`src/rtl/odd_parity_serial_tx.sv`:
```
// Odd-parity serial transmitter: start, DATA_W data bits LSB-first, parity, stop.
// Define TX_FRAME_COUNT_EN to add the 8-bit completed-frame counter port.
module odd_parity_serial_tx #(
  parameter int DATA_W       = 5,
  parameter int CLKS_PER_BIT = 4
) (
  input  logic              clk,
  input  logic              rst,
  input  logic [DATA_W-1:0] data_in,
  input  logic              data_valid,
  output logic              data_ready,
  output logic              tx,
  output logic              busy,
  output logic              parity_out
`ifdef TX_FRAME_COUNT_EN
  ,
  output logic [7:0]        frame_count
`endif
);

  localparam int BIT_W = $clog2(DATA_W + 1);

  typedef enum logic [2:0] {IDLE, START, DATA, PARITY, STOP} state_t;

  state_t            state, state_nxt;
  logic [7:0]        tick, tick_nxt;
  logic [BIT_W-1:0]  bit_cnt, bit_cnt_nxt;
  logic [DATA_W-1:0] shift, shift_nxt;
  logic              parity_nxt;
  logic              tx_nxt;
  logic              bit_end;

  function automatic logic odd_parity(input logic [DATA_W-1:0] d);
    return ~^d;
  endfunction

  assign bit_end    = (tick == 8'(CLKS_PER_BIT - 1));
  assign busy       = (state != IDLE);
  assign data_ready = (state == IDLE);

  always_ff @(posedge clk or posedge rst) begin
    if (rst) begin
      state      <= IDLE;
      tick       <= '0;
      bit_cnt    <= '0;
      shift      <= '0;
      parity_out <= 1'b0;
      tx         <= 1'b1;
    end else begin
      state      <= state_nxt;
      tick       <= tick_nxt;
      bit_cnt    <= bit_cnt_nxt;
      shift      <= shift_nxt;
      parity_out <= parity_nxt;
      tx         <= tx_nxt;
    end
  end

  always_comb begin
    state_nxt   = state;
    tick_nxt    = tick;
    bit_cnt_nxt = bit_cnt;
    shift_nxt   = shift;
    parity_nxt  = parity_out;

    if (state != IDLE) begin
      tick_nxt = bit_end ? 8'd0 : tick + 8'd1;
    end

    case (state)
      IDLE: begin
        if (data_valid) begin
          shift_nxt   = data_in;
          parity_nxt  = odd_parity(data_in);
          state_nxt   = START;
          tick_nxt    = 8'd0;
          bit_cnt_nxt = '0;
        end
      end
      START:  if (bit_end) state_nxt = DATA;
      DATA: begin
        if (bit_end) begin
          shift_nxt = shift >> 1;
          if (bit_cnt == BIT_W'(DATA_W - 1)) begin
            state_nxt   = PARITY;
            bit_cnt_nxt = '0;
          end else begin
            bit_cnt_nxt = bit_cnt + 1'b1;
          end
        end
      end
      PARITY: if (bit_end) state_nxt = STOP;
      STOP:   if (bit_end) state_nxt = IDLE;
      default: state_nxt = IDLE;
    endcase

    // tx is registered, so it is driven from the state being entered
    case (state_nxt)
      START:   tx_nxt = 1'b0;
      DATA:    tx_nxt = shift_nxt[0];
      PARITY:  tx_nxt = parity_nxt;
      default: tx_nxt = 1'b1;
    endcase
  end

`ifdef TX_FRAME_COUNT_EN
  always_ff @(posedge clk or posedge rst) begin
    if (rst) begin
      frame_count <= 8'd0;
    end else if (state == STOP && bit_end) begin
      frame_count <= frame_count + 8'd1;
    end
  end
`endif

endmodule
```
`config.mk`:
```
export PLATFORM = sky130hd
export DESIGN_NAME = odd_parity_serial_tx
export DESIGN_NICKNAME = d
export VERILOG_FILES = /design/src/rtl/odd_parity_serial_tx.sv
export SDC_FILE = /design/constraint.sdc
export NUM_CORES = 1
export LEC_CHECK = 0
export ABC_AREA = 1
export CAP_MARGIN = 10
export CORE_MARGIN = 2
export CORE_UTILIZATION = 40
export DETAILED_ROUTE_END_ITERATION = 10
export SYNTH_ARGS = -nofsm -noshare
export SYNTH_HDL_FRONTEND = slang
export SYNTH_SLANG_ARGS = --single-unit
```
`constraint.sdc`:
```
create_clock -name clk -period 3.4 [get_ports clk]
set_input_delay 1.02 -clock clk [delete_from_list [all_inputs] [get_ports clk]]
set_output_delay 1.02 -clock clk [all_outputs]
set_load 0.01 [all_outputs]
```
==> metrics.yaml, run 1 <==
rr_worst_depth: 8
area_growth_syn_to_layout_pct: 14.52
gr-usage-met2_pct: 24.13
synth_nets: 165
r2r_slack_ns: 1.93
hold_viol: 0
final_cell_mix: "38 x nand2_1, 22 x inv_1, 20 x dfrtp_1"
rr_endpoint: "bit_cnt[2]"
post_cts_buffers: 0
required_ns: 2.38
io_buffers: 11
rsz0062_at_grt: "false"
p_per_area_nw_per_um2: 774.6
cts_sinks: 21
wl_per_cell_um: 11.42
insertion_delay_ns: 0.31
crit_start: "state[2]"
ant_nets: 0
cp.depth: 4
io_pins: 12
seq_area_frac_synth_pct: 43.36
ys_seq_elements: 21
critPathBufInv: 2
cts_buffers: 3
ctsResizeCount: 0
final_nets: 181
drv_cap: 0
status: "completed"
grt_usage_pct: 15.49
antenna_found_initial: 0
start_util_pct: 42.95
hold-worst-slack_ns: 0.5004
yosysUniqueCellTypes: 26
die-area_um2: 3494
cp-start-kind: "flop"
drv_slew: 0
critPathMaxStageDelay_ns: 0.54
hold_class: "reg -> reg"
coreArea_um2: 2829
grtUsageMet1_pct: 21.58
syn_avg_cell_area_um2: 7.889
drtIter0Drc: 34
r2r-start: "tick[0]"
finClkSkew_ns: 0.009975
first_global_vias: 943
syn-cell-area_um2: 1215
critPathKind: "reg -> out"
critical-path-top-delay-family: "buffers and inverters"
worstMarginPinSlew_ns: 0.7870
rows: 19
root_buffer: "clkbuf_4"
grt_max_degree: 22
vias: 983
endpoint: "data_ready"
cts_buffer_depth: 2
drc: 0
post-route-min-period_ns: 2.695
cp_max_fo: 5
die_w_um: 59.11
slowest_stage: "clkdlybuf4s50_1"
htreeDepth: 1
p_leak_nw: 0.7202
tns_ns: 0
period_share_pct: 79.27
dr.pass1.iters: 4
layout_commonest_cell: "nand2_1"
grt_use_met3_pct: 2.620
routed_wl_um: 2283
ys.flop_type: "dfrtp_1"
synth_cells: 154
grt_overflow: 0
busiest_layer: "met2"
synth-async-reset-ratio_pct: 100.0
ir_drop_uv: 265.3
drive_gt1_share_pct: 15.38
final-setup-viol-count: 0
diodes: 0
yosysWarnings: 0
end_kind: "output pin"
die_h_um: 59.11
cts_tree: "yes"
clkTransAtPathRegs_ns: 0.13
worstPathArrival_ns: 1.68
synth-edff-count: 0
viasPerCell: 4.915
grt_first_pass_wirelength_um: 4057
max_freq_mhz: 371.0
gp_congestion: 0.7814
dp_hpwl_um: 1756
max-slew-margin-rel_pct: 47.48
crit_path_cell_trace: "nor2_2 -> nand2_2 -> inv_2 -> clkdlybuf4s50_1"
ctsHoldBuffers: 0
report_power, final:
part           total, mW  internal (mW)  switching [mW]  leakage (nW)
registers          0.402          0.344          0.0578         0.270
logic              0.553          0.212           0.341         0.433
clock network      0.123         0.0439          0.0790        0.0177
total               1.08          0.600           0.478         0.720
worst min-delay path by stage:
stage,startpoint,endpoint,slack (ns),cells after the start
2_1_floorplan,shift[2],shift[2],0.45,2
5_1_grt,shift[2],shift[2],0.54,2
3_5_place_dp,shift[3],shift[3],0.48,2
3_3_place_gp,shift[3],shift[3],0.47,2
4_1_cts,shift[3],shift[3],0.50,2
6_report,shift[3],shift[3],0.50,2
worst min-delay path, cell delays in order, from the launching register on:
cell and delay (ns):
dfrtp_1 0.37, nand2_1 0.05, nand2_1 0.06
cells in the mapped netlist, types with 2 or more instances:
cell	number	area share, %
xnor2_1	2	1.4
inv_1	22	6.8
inv_2	6	1.9
o21ai_0	7	2.9
a22oi_1	3	1.9
nand2_4	2	1.9
o22ai_1	2	1.0
a21oi_1	4	1.6
xor2_1	2	1.4
nor2_2	4	2.1
nand2_2	3	1.5
dfrtp_1	20	41
ha_1	3	3.1
nor3_2	2	1.6
nand2_1	38	12
nor2_1	13	4.0
nand3_1	12	4.9
cell families after synthesis:
kind of cell / synth area share (%)
AO/OA/AOI/OAI: 8.444
XOR/XNOR: 2.884
adder cells (fa/ha/maj): 3.090
AND/OR/NAND/NOR: 33.57
buffers and inverters: 8.651
flip-flops: 43.36
flip-flops by register name (all words and copies together) (netlist names):
signal	flops
tick	8
tx	1
shift	5
parity_out	1
state	3
bit_cnt	3
per-layer routing:
layer | share of wire (%) | wire (µm)
met1 | 47 | 1084
met2 | 46 | 1039
met3 | 5.7 | 131
met4 | 1.2 | 28
met5 | 0 | 0
stage by stage:
| step | instances | utilization, % | total power, mW | area (µm²) | worst slack [ns] |
|---|---|---|---|---|---|
| 2_1_floorplan | 154 | - | 0.8042 | 1215 | 1.586 |
| 3_3_place_gp | 196 | 48.21 | 0.9449 | 1364 | 1.071 |
| 3_5_place_dp | 196 | 48.21 | 0.9588 | 1364 | 1.044 |
| 4_1_cts | 200 | 49.18 | 1.089 | 1391 | 0.6898 |
| 5_1_grt | 200 | 49.18 | 1.179 | 1391 | 0.6016 |
| 6_report | 200 | 49.18 | 1.078 | 1391 | 0.7049 |
layout make-up:
cell class,count,area [µm²]
multi-input cells,105,583.1
well taps,31,38.79
clock inverters,1,5.005
inverters,28,105.1
clock buffers,3,22.52
fillers,281,1438
repair buffers,11,110.1
flip-flops and latches,21,526.8
(Power assumes the default switching activity.)
==> inputs of run 2 (changes only) <==
==> constraint.sdc (replaced) <==
create_clock -name clk -period 2.5 [get_ports clk]
set_input_delay 0.75 -clock clk [delete_from_list [all_inputs] [get_ports clk]]
set_output_delay 0.75 -clock clk [all_outputs]
set_load 0.01 [all_outputs]
==> run 2 against run 1 <==
Against the previous run: sequential share of layout area is 0.25 points lower; first-iteration DRC count is 50% higher; clock skew is 0.0083 ns lower; power is 36% higher; via count is 1.0% higher; sequential power is 38% higher; clock power is 32% higher; hold slack better by 0.0076 ns; largest cell class unchanged; largest power group unchanged; highest routed layer unchanged.
==> metrics.yaml, run 2 (synthesis gave the netlist of run 1 again) <==
cp_max_fo: 5  # unchanged
io_pins: 12  # unchanged
critPathMaxStageDelay_ns: 0.54  # about the same
vias: 993  # +1.0%
rr_endpoint: "bit_cnt[2]"
final_util_pct: 49.62  # +0.44 points
power_mw: 1.465  # +36%
largestRegisters: "tick x8, shift x5"
final_nets: 182  # +0.55%
holdPathStages: 2  # unchanged
largest_register: "tick"
htreeDepth: 1  # unchanged
clkTransAtPathRegs_ns: 0.11  # -0.02 ns
first_global_vias: 934  # -0.95%
critical-path-top-delay-family: "buffers and inverters"
cts_buffers: 3  # unchanged
rows: 19  # unchanged
p_leak_nw: 0.7224  # +0.31%
die_h_um: 59.11  # unchanged
grt_max_degree: 22  # unchanged
dp_cells: 197  # +0.51%
max_freq_mhz: 421.6
drc: 0  # unchanged
diodes: 0  # unchanged
rsz0062_at_grt: "false"
r2r_slack_ns: 1.04  # -0.89 ns
rr_worst_depth: 8  # unchanged
io_buffers: 11  # unchanged
hold_class: "reg -> reg"
worstPathArrival_ns: 1.62  # -0.06 ns
gp_congestion: 0.7752  # -0.79%
dr.pass1.iters: 4  # unchanged
drv_slew: 0  # unchanged
die-area_um2: 3494  # unchanged
ctsHoldBuffers: 0  # unchanged
final_cell_mix: "38 x nand2_1, 22 x inv_1, 19 x dfrtp_1"
instances_no_fill: 201  # +0.50%
critPathKind: "reg -> out"
drv_cap: 0  # unchanged
drtIter0Drc: 51  # +50%
cp-start-kind: "flop"
wl_per_cell_um: 11.15  # -2.3%
root_buffer: "clkbuf_4"
routed_wl_um: 2242  # -1.8%
dp_hpwl_um: 1716  # -2.3%
antenna_found_initial: 0  # unchanged
required_ns: 1.75  # -0.63 ns
worstMarginPinSlew_ns: 0.2725  # -0.5145 ns
coreArea_um2: 2829  # unchanged
max-slew-margin-rel_pct: 81.83  # +34 points
ant_nets: 0  # unchanged
hold_viol: 0  # unchanged
end_kind: "output pin"
hold-worst-slack_ns: 0.5080  # +0.007637 ns
ir_drop_uv: 350.8  # +32%
tns_ns: 0  # unchanged
post-route-min-period_ns: 2.372
cts_tree: "yes"
finClkSkew_ns: 0.001696  # -0.008279 ns
slowest_stage: "clkdlybuf4s50_1"
crit_path_cell_trace: "nor2_4 -> nand2_2 -> inv_2 -> clkdlybuf4s50_1"
die_w_um: 59.11  # unchanged
min_from: "shift[3]"
cts_sinks: 21  # unchanged
drive_gt1_share_pct: 15.88  # +0.50 points
status: "completed"
final-setup-viol-count: 0  # unchanged
grt_overflow: 0  # unchanged
ctsResizeCount: 0  # unchanged
insertion_delay_ns: 0.29  # -0.02 ns
largest_reg_flops: 8  # unchanged
critPathBufInv: 2  # unchanged
r2r-start: "tick[0]"
start_util_pct: 42.95  # unchanged
viasPerCell: 4.940  # +0.51%
cts_buffer_depth: 2  # unchanged
grt_first_pass_wirelength_um: 3946  # -2.7%
area_growth_syn_to_layout_pct: 15.55
layout_commonest_cell: "nand2_1"
post_cts_buffers: 0  # unchanged
p_per_area_nw_per_um2: 1043  # +35%
period_share_pct: 94.87
fill_cells: 264  # -6.0%
worstHoldEndpoint: "shift[3]"
grt_usage_pct: 15.17  # -0.32 points
==> run 2: worst max-delay path by stage <==
| stage | from | end | slack, ns | cells past startpoint |
|---|---|---|---|---|
| after floorplan | state[0] | data_ready | 0.96 | 3 |
| after global placement | state[0] | data_ready | 0.44 | 4 |
| after detailed placement | state[0] | data_ready | 0.43 | 4 |
| after CTS | state[0] | data_ready | 0.07 | 4 |
| after global routing | state[0] | data_ready | 0.01 | 4 |
| final | state[0] | data_ready | 0.13 | 4 |
==> run 2: worst min-delay path: stages (launching register included) <==
cell and delay [ns]:
dfrtp_1 0.37, nand2_1 0.06, nand2_1 0.06
==> run 2: metal layers <==
layer / global-route usage [%] / wire length [µm] / up-vias
li1: - / - / 513
met1: 20.33 / 1119 / 461
met2: 23.97 / 1004 / 17
met3: 3.275 / 96 / 2
met4: 5.844 / 22 / 0
met5: 0 / 0 / -
==> run 2: layout make-up <==
type                    instances  area, µm²  area share, %
flip-flops and latches         21      528.0          37.61
repair buffers                 12      117.6          8.378
multi-input cells             105      588.1          41.89
clock buffers                   4      26.28          1.872
inverters                      28      105.1          7.487
well taps                      31      38.79          2.763
==> run 2: metrics by stage <==
step	area, µm²	setup slack [ns]
5_1_grt	1404	0.01326
6_report	1404	0.1283
4_1_cts	1398	0.07309
2_1_floorplan	1215	0.9558
3_5_place_dp	1371	0.4258
3_3_place_gp	1371	0.4373
==> run 2: where the power goes <==
| group | internal, mW | leakage, nW | total [mW] | switching [mW] |
|---|---|---|---|---|
| Combinational | 0.292 | 0.439 | 0.747 | 0.455 |
| Clock | 0.0620 | 0.0150 | 0.162 | 0.100 |
| Sequential | 0.470 | 0.269 | 0.556 | 0.0863 |
| Total | 0.823 | 0.722 | 1.46 | 0.641 |
